$ cat config.mk
export PLATFORM = sky130hd
export DESIGN_NAME = console_text_source
export DESIGN_NICKNAME = d
export VERILOG_FILES = /design/src/rtl/console_text_source.sv
export SDC_FILE = /design/constraint.sdc
export NUM_CORES = 1
export LEC_CHECK = 0
export ABC_AREA = 1
export CAP_MARGIN = 20
export CORE_UTILIZATION = 51
export DETAILED_ROUTE_END_ITERATION = 16
export MAX_ROUTING_LAYER = met4
export PLACE_DENSITY_LB_ADDON = 0.05
export SKIP_CTS_REPAIR_TIMING = 1
export SLEW_MARGIN = 20
export SYNTH_ARGS = -nofsm -noshare
export SYNTH_HDL_FRONTEND = slang
export SYNTH_SLANG_ARGS = --single-unit
$ cat constraint.sdc
create_clock -name clk_pixel -period 1.82 [get_ports clk_pixel]
set_input_delay 0.364 -clock clk_pixel [delete_from_list [all_inputs] [get_ports clk_pixel]]
set_output_delay 0.364 -clock clk_pixel [all_outputs]
set_load 0.02 [all_outputs]
$ cat src/rtl/console_text_source.sv
// Character/attribute generator for the console text renderer.
// Turns hdmi pixel coordinates into a character code and colour attribute.
// Fill modes: ROW, COL, GRID and SCROLL (ROW with an offset that advances slowly).
// Ports:
//   clk_pixel  - pixel clock; all state changes on the rising edge
//   reset      - synchronous, active-high
//   cx, cy     - current pixel coordinates, blanking included
//   mode       - fill mode request; taken only at frame start (cx==0 && cy==0)
//   character  - registered character code (one cycle behind cx/cy)
//   attribute  - registered {row[3:0], col[3:0]} ^ ATTR_SEED
//   frame_tick - one-cycle pulse, one cycle after each frame start
module console_text_source #(
  parameter int unsigned BIT_WIDTH     = 10,
  parameter int unsigned BIT_HEIGHT    = 10,
  parameter int unsigned GLYPH_W       = 8,
  parameter int unsigned GLYPH_H       = 16,
  parameter int unsigned COLS          = 80,
  parameter logic [7:0]  FIRST_CHAR    = 8'h20,
  parameter int unsigned CHAR_RANGE    = 95,
  parameter int unsigned SCROLL_FRAMES = 30,
  parameter logic [7:0]  ATTR_SEED     = 8'h00
) (
  input  logic                  clk_pixel,
  input  logic                  reset,
  input  logic [BIT_WIDTH-1:0]  cx,
  input  logic [BIT_HEIGHT-1:0] cy,
  input  logic [1:0]            mode,
  output logic [7:0]            character,
  output logic [7:0]            attribute,
  output logic                  frame_tick
);

  localparam int unsigned GlyphWLog = $clog2(GLYPH_W);
  localparam int unsigned GlyphHLog = $clog2(GLYPH_H);
  localparam int unsigned LastCode  = int'(FIRST_CHAR) + CHAR_RANGE - 1;
  localparam int unsigned CntW      = $clog2(SCROLL_FRAMES + 1);

  typedef enum logic [1:0] {
    ModeRow    = 2'd0,
    ModeCol    = 2'd1,
    ModeGrid   = 2'd2,
    ModeScroll = 2'd3
  } mode_e;

  // Next code in the range, wrapping from the last code back to FIRST_CHAR.
  function automatic logic [7:0] code_inc(input logic [7:0] c);
    if (c == 8'(LastCode)) return FIRST_CHAR;
    return c + 8'd1;
  endfunction

  // Add n (< CHAR_RANGE) to a code; a single subtraction suffices to wrap.
  function automatic logic [7:0] code_add(input logic [7:0] c, input int unsigned n);
    logic [8:0] s;
    s = {1'b0, c} + 9'(n);
    if (s > 9'(LastCode)) s = s - 9'(CHAR_RANGE);
    return s[7:0];
  endfunction

  logic [BIT_HEIGHT-1:0] row_idx;
  logic [BIT_WIDTH-1:0]  col_idx;
  logic                  frame_start;

  assign row_idx     = cy >> GlyphHLog;
  assign col_idx     = cx >> GlyphWLog;
  assign frame_start = (cx == '0) && (cy == '0);

  logic [7:0]            character_q, character_d;
  logic [7:0]            attribute_q, attribute_d;
  logic                  frame_tick_q, frame_tick_d;
  mode_e                 mode_q, mode_d;
  logic [7:0]            offset_q, offset_d;
  logic [CntW-1:0]       cnt_q, cnt_d;
  logic [7:0]            base_q, base_d;
  logic [7:0]            row_start_q, row_start_d;
  logic [BIT_HEIGHT-1:0] prev_row_q, prev_row_d;
  logic [BIT_WIDTH-1:0]  prev_col_q, prev_col_d;

  always_comb begin
    character_d  = character_q;
    attribute_d  = {row_idx[3:0], col_idx[3:0]} ^ ATTR_SEED;
    frame_tick_d = 1'b0;
    mode_d       = mode_q;
    offset_d     = offset_q;
    cnt_d        = cnt_q;
    base_d       = base_q;
    row_start_d  = row_start_q;
    prev_row_d   = prev_row_q;
    prev_col_d   = prev_col_q;

    if (frame_start) begin
      frame_tick_d = 1'b1;
      mode_d       = mode_e'(mode);
      // Scroll pacing counts frames that were displayed in SCROLL mode.
      if (mode_q == ModeScroll) begin
        if (cnt_q == CntW'(SCROLL_FRAMES - 1)) begin
          cnt_d    = '0;
          offset_d = (offset_q == 8'(CHAR_RANGE - 1)) ? 8'd0 : offset_q + 8'd1;
        end else begin
          cnt_d = cnt_q + 1'b1;
        end
      end
      base_d      = FIRST_CHAR + offset_d;
      character_d = base_d;
      row_start_d = base_d;
      prev_row_d  = '0;
      prev_col_d  = '0;
    end else begin
      case (mode_q)
        ModeRow, ModeScroll: begin
          if (row_idx != prev_row_q) begin
            character_d = code_inc(character_q);
            prev_row_d  = row_idx;
          end
        end
        ModeCol: begin
          if (cx == '0) begin
            character_d = base_q;
            prev_col_d  = '0;
          end else if (col_idx != prev_col_q) begin
            character_d = code_inc(character_q);
            prev_col_d  = col_idx;
          end
        end
        ModeGrid: begin
          if (row_idx != prev_row_q) begin
            row_start_d = code_add(row_start_q, COLS);
            character_d = row_start_d;
            prev_row_d  = row_idx;
            // Resync the column tracker so the new row does not see a stale column.
            prev_col_d  = col_idx;
          end else if (cx == '0) begin
            character_d = row_start_q;
            prev_col_d  = '0;
          end else if (col_idx != prev_col_q) begin
            character_d = code_inc(character_q);
            prev_col_d  = col_idx;
          end
        end
        default: ;
      endcase
    end
  end

  always_ff @(posedge clk_pixel) begin
    if (reset) begin
      character_q  <= FIRST_CHAR;
      attribute_q  <= 8'h00;
      frame_tick_q <= 1'b0;
      mode_q       <= ModeRow;
      offset_q     <= 8'd0;
      cnt_q        <= '0;
      base_q       <= FIRST_CHAR;
      row_start_q  <= FIRST_CHAR;
      prev_row_q   <= '0;
      prev_col_q   <= '0;
    end else begin
      character_q  <= character_d;
      attribute_q  <= attribute_d;
      frame_tick_q <= frame_tick_d;
      mode_q       <= mode_d;
      offset_q     <= offset_d;
      cnt_q        <= cnt_d;
      base_q       <= base_d;
      row_start_q  <= row_start_d;
      prev_row_q   <= prev_row_d;
      prev_col_q   <= prev_col_d;
    end
  end

  assign character  = character_q;
  assign attribute  = attribute_q;
  assign frame_tick = frame_tick_q;

endmodule

Yosys cells after proc, flatten, opt, wreduce, memory -nomap -nowiden
Index checks and enable logic that the tools add are counted.

Input bits: 24. Output and inout port bits: 17. Register bits: 64. Word-level logic and storage cells: 79.

Reduce and logical (&&, ||, !) cells: 14. Eq/ne operators: 11. Magnitude comparators: 1. Muxes and demuxes: 37. Add/sub/neg operators: 6.

Operator list (count): $mux 8 (19); $mux 10 (3); $pmux 8 s3 (1); $logic_not 10->1 (2); $pmux 10 s2 (1); $add 8x1->8 const B (2); $eq 8x7->1 const B (2); $mux 1 (12); $ne 7x10->1 (1); $add 8x7->9 const B (1); $gt 9x7->1 const B (1); $add 6x8->8 const A (1); $sub 8x7->8 const B (1); $ne 6x6->1 (1); $reduce_and 2->1 (3); $reduce_bool 2->1 (3); $add 5x1->5 const B (1); $eq 5x5->1 const B (1); $mux 5 (1); $ne 5x5->1 const B (1); $eq 2x2->1 const B (2); $ne 4x4->1 const B (1); $reduce_or 2->1 (2); $ne 3x3->1 const B (1); 5 further kinds (5).

Logic depth before layout (Yosys ltp)
Depth after elaboration: 13. Depth in mapped cells: 16. Mapped depth without buffers: 16.

Worst setup path before layout
OpenSTA, ideal clock, no wires.

Path kind: register to register. Start point: register cnt_q[0]. End point: register character_q[7] (netlist: character[7]). Data arrival time: 1799 ps. Setup time: 109 ps. Buffers on the path: 0. Period minus slack after synthesis: 1908 ps. Stages on the path, launching flop included: 16. Data required time: 1711 ps. Slack: -88 ps. Path through: dfxtp_1 -> ha_1 -> nand3_4 -> nor2_4 -> inv_1 -> nor2_1 -> inv_1 -> o21ai_0 -> a21oi_1 -> ha_1 -> inv_1 -> nand3_1 -> nand3_1 -> nand3_1 -> nand2_1 -> inv_1.

Word-level cells in the longest chain between the ends: 6.

RTL lines: from (decl) (RTL line 72) `logic [CntW-1:0] cnt_q, cnt_d;`; from (signal assigned) (RTL line 162) `cnt_q <= cnt_d;`; $eq 5x5->1 (RTL line 95) `if (cnt_q == CntW'(SCROLL_FRAMES - 1)) begin`; $mux 8 (RTL line 95); $mux 8 (RTL line 94) `if (mode_q == ModeScroll) begin`; $mux 8 (RTL line 90) `if (frame_start) begin`; $add 6x8->8 (RTL line 102) `base_d = FIRST_CHAR + offset_d;`; $mux 8 (RTL line 90); to (signal assigned) (RTL line 157) `character_q <= character_d;`; to (decl) (RTL line 67) `logic [7:0] character_q, character_d;`.

Every way passes these cells. The select of a mux whose other input is x is not followed. A chain may end at the register's enable or synchronous reset.

Worst setup path in the final report
Start point: register mode_q[1]. End point: register character_q[6] (netlist: character[6]).

Word-level cells in the longest chain between the ends: 5. Elaborated cells between the ends (all ways): 14. Those cells by class: 1 x add/sub; 6 x eq/ne; 4 x mux; 3 x reduce/logical.

RTL lines: from (decl) (RTL line 70) `mode_e mode_q, mode_d;`; from (signal assigned) (RTL line 149) `mode_q <= ModeRow;`; from (signal assigned) (RTL line 160) `mode_q <= mode_d;`; $eq 2x2->1 (RTL line 94, 108); $mux 8 (RTL line 94); $mux 8 (RTL line 90); $add 6x8->8 (RTL line 102); $mux 8 (RTL line 90).

Several ways; a longest one is shown, not always the timed one. The select of a mux whose other input is x is not followed.

==> flow_metrics.env <==
export IMPL_die_h_um=87.0
export IMPL_die_w_um=87.0
export IMPL_violations="negative setup slack"
export IMPL_overflow=0
export IMPL_final_cells=807
export IMPL_status="finished with violations"
export IMPL_htreeDepth=3
export IMPL_p_switching_mw=0.782
export IMPL_clock_latency_ns=0.35
export IMPL_start_util=0.534
export IMPL_crit_path_max_incr_delay_ns=0.34
export IMPL_seqPwrFrac=0.422
export IMPL_rrSetupSlack_ns=-0.17
export IMPL_cts_made_buffers=9
export IMPL_p_per_area_nw_per_um2=572
export IMPL_fillers=508
export IMPL_syn_num_nets=607
export IMPL_netlist_area_sq_um=3690
export IMPL_synth_common_cells="nand2_1 (148), nor2_1 (81), inv_1 (63)"
export IMPL_worst_slew_pin_slew_ns=0.405
export IMPL_area_growth_syn_to_layout_pct=50.9
export IMPL_path_class="register to register"
export IMPL_holdPathStages=3
export IMPL_placed_area_sq_um=4830
export IMPL_p_sw_frac=0.246
export IMPL_worstSetupEndpointType="register"
export IMPL_crit_path_max_fanout=4
export IMPL_ys_warn_count=0
export IMPL_synth_top_area_share=0.320
export IMPL_num_rows=30
export IMPL_ys_flop_type="dfxtp_1"
export IMPL_irDropWorstVdd_mv=0.541
export IMPL_r2r_start="mode_q[1]"
export IMPL_rsz0062_at_grt="yes"
export IMPL_clock_sinks=59
export IMPL_drive_above_1_share=0.305
export IMPL_worstHoldPathType="primary input to register"
export IMPL_worst_setup_path_start_kind="register"
export IMPL_cts_tree="yes"
export IMPL_io_pins=41
export IMPL_cp_data_arrival_time_ns=2.24
export IMPL_ys_async_sr_fraction=0
export IMPL_dpl_cell_count=778
export IMPL_seq_area_frac_synth=0.320
export IMPL_ys_types=36
export IMPL_worstHoldEndpoint="prev_row_q[4]"
export IMPL_via_per_inst=5.37
export IMPL_critPathLaunch="mode_q[1]"
export IMPL_drc=0
export IMPL_intPower_mw=2.40
export IMPL_slowest_stage="dfxtp_1"
export IMPL_port_buffers=40
export IMPL_dp_hpwl_mm=8.72
export IMPL_fin_skew_ns=0.00838
export IMPL_power_share_clock=0.462
export IMPL_reg2reg_to="character[6]"
export IMPL_final_nets=745
export IMPL_r2r_cells=13
export IMPL_postSynthAreaPerCell_sq_um=6.49
export IMPL_fin_crit_sh=1.10
export IMPL_max_freq_mhz=502
export IMPL_worstPathRequired_ns=2.06
export IMPL_grt_pass1_vias=4016
export IMPL_stdcell_area_sq_um=5570
export IMPL_dr_total_vias=4332
export IMPL_grt_max_degree=14
export IMPL_route_final_wire_length_mm=12.2
export IMPL_path_clk_slew_ns=0.07
export IMPL_final_hold_violation_count=0
export IMPL_slew_limit_headroom=0.728
export IMPL_n_antenna_cell=0
export IMPL_setup_viol=6
export IMPL_p_leak_nw=2.66
export IMPL_regArea_sq_um=1200
export IMPL_antenna_left=0
export IMPL_place_ws_ns=-0.393
export IMPL_synth_cells=568
export IMPL_grt_usage=0.327
export IMPL_antenna_found_initial=0
export IMPL_dr_first_iter_drc_count=352
export IMPL_synth_edf_count=0
export IMPL_min_period_ns=1.99
export IMPL_p_comb_frac=0.116
export IMPL_worstHoldStart="cy[8]"
export IMPL_critPathBufInv=3
export IMPL_first_pass_iters=5
export IMPL_setup_ws_ns=-0.174
export IMPL_gp_congestion=0.968
export IMPL_core_region_area_sq_um=6910
export IMPL_grt_pass1_wl_mm=18.4
export IMPL_ys_ff_latch=59
export IMPL_multiInputGateArea_sq_um=2490
export IMPL_wl_per_cell_um=15.1
export IMPL_crit_family="simple AND/OR/NAND/NOR gates"
export IMPL_drv_slew=0
export IMPL_cts_root_buf="clkbuf_8"
export IMPL_netlist_top_cells_area="dfxtp_1 (32%), nand2_1 (15%), nor2_1 (8.2%), inv_1 (6.4%), o21ai_0 (5.8%)"
export IMPL_path_cells="ha_1 -> inv_1 -> nor2_4 -> nand3_2 -> nor2_2 -> a21oi_1 -> o21ai_1 -> inv_1 -> ha_4 -> nand2_4 -> inv_2 -> nor2_2 -> a21oi_2"
export IMPL_die_area_sq_um=7580
export IMPL_synth_top_area_cell="dfxtp_1"
export IMPL_maxCapViolations=0
export IMPL_clockBufferDepth=2
export IMPL_holdWs_ns=0.351
export IMPL_yosysMostFrequentCell="nand2_1"
## final cells by class
type / count / share of cell area
tap: 96 / 0.0216
multi-input combinational: 426 / 0.447
sequential: 59 / 0.216
clock buffer: 9 / 0.0223
clock inverter: 7 / 0.0209
timing repair buffer: 139 / 0.219
inverter: 71 / 0.0535
## metrics by stage
stage	TNS, ns	util	power (mW)
global route	-1.75	0.806	3.28
global placement	-10.51	0.700	1.71
finish	-0.679	0.806	3.18
floorplan	0	-	1.53
detailed placement	-12.41	0.700	1.72
CTS	-1.64	0.735	3.17
## logic make-up after synthesis
family                   count (synthesis)  synth area share
AO/OA/AOI/OAI                           95             0.138
XOR/XNOR                                20            0.0475
adder cells (fa/ha/maj)                 15            0.0509
buffers and inverters                   83            0.0906
flip-flops                              59             0.320
AND/OR/NAND/NOR                        296             0.352
## placed cells by master (no fill, tap or decap), types with 5 or more instances in the layout
master	count
xor2_1	13
ha_4	5
a21oi_1	29
nand3_1	25
nand2_2	14
buf_6	7
nand2_1	134
dlymetal6s2s_1	14
dfxtp_2	9
o21ai_0	32
ha_1	10
o21ai_1	8
inv_2	9
nand4_1	9
buf_4	91
nor2_2	12
dfxtp_1	48
a31oi_1	5
inv_1	54
a21oi_2	9
clkdlybuf4s50_1	26
nor2_1	69
clkbuf_8	9
nor2_4	6
nand3_2	7
nor3_1	5
## power by group through the flow
stage	combinational [mW]	clock [mW]	sequential, mW
4_1_cts	0.346	1.48	1.34
3_3_place_gp	0.337	0	1.37
6_report	0.369	1.47	1.34
3_5_place_dp	0.344	0	1.37
5_1_grt	0.401	1.54	1.35
2_1_floorplan	0.137	0	1.39
## flip-flops by register name (all words and copies together) (netlist names)
signal / cells
prev_row_q: 6
cnt_q: 5
row_start_q: 8
mode_q: 2
character: 8
attribute: 8
base_q: 3
prev_col_q: 10
frame_tick: 1
offset_q: 8
## worst max path at each step
stage | end | cells after the start
floorplan | character[7] | 15
global placement | character[5] | 11
detailed placement | character[5] | 11
CTS | character[6] | 13
global route | character[6] | 14
finish | character[6] | 13
## tightest hold or removal path: cells and delay by family
family	cells	cell delay [ns]
buf+inv	1	0.13
compound gates	1	0.10
simple gates	1	0.07
## per-layer routing
| layer | track usage | routed length [um] |
|---|---|---|
| met1 | 0.376 | 4980 |
| met2 | 0.549 | 5960 |
| met3 | 0.0758 | 877 |
| met4 | 0.135 | 406 |
| met5 | - | 0 |
Note: power is estimated with default switching activity, not from simulation.
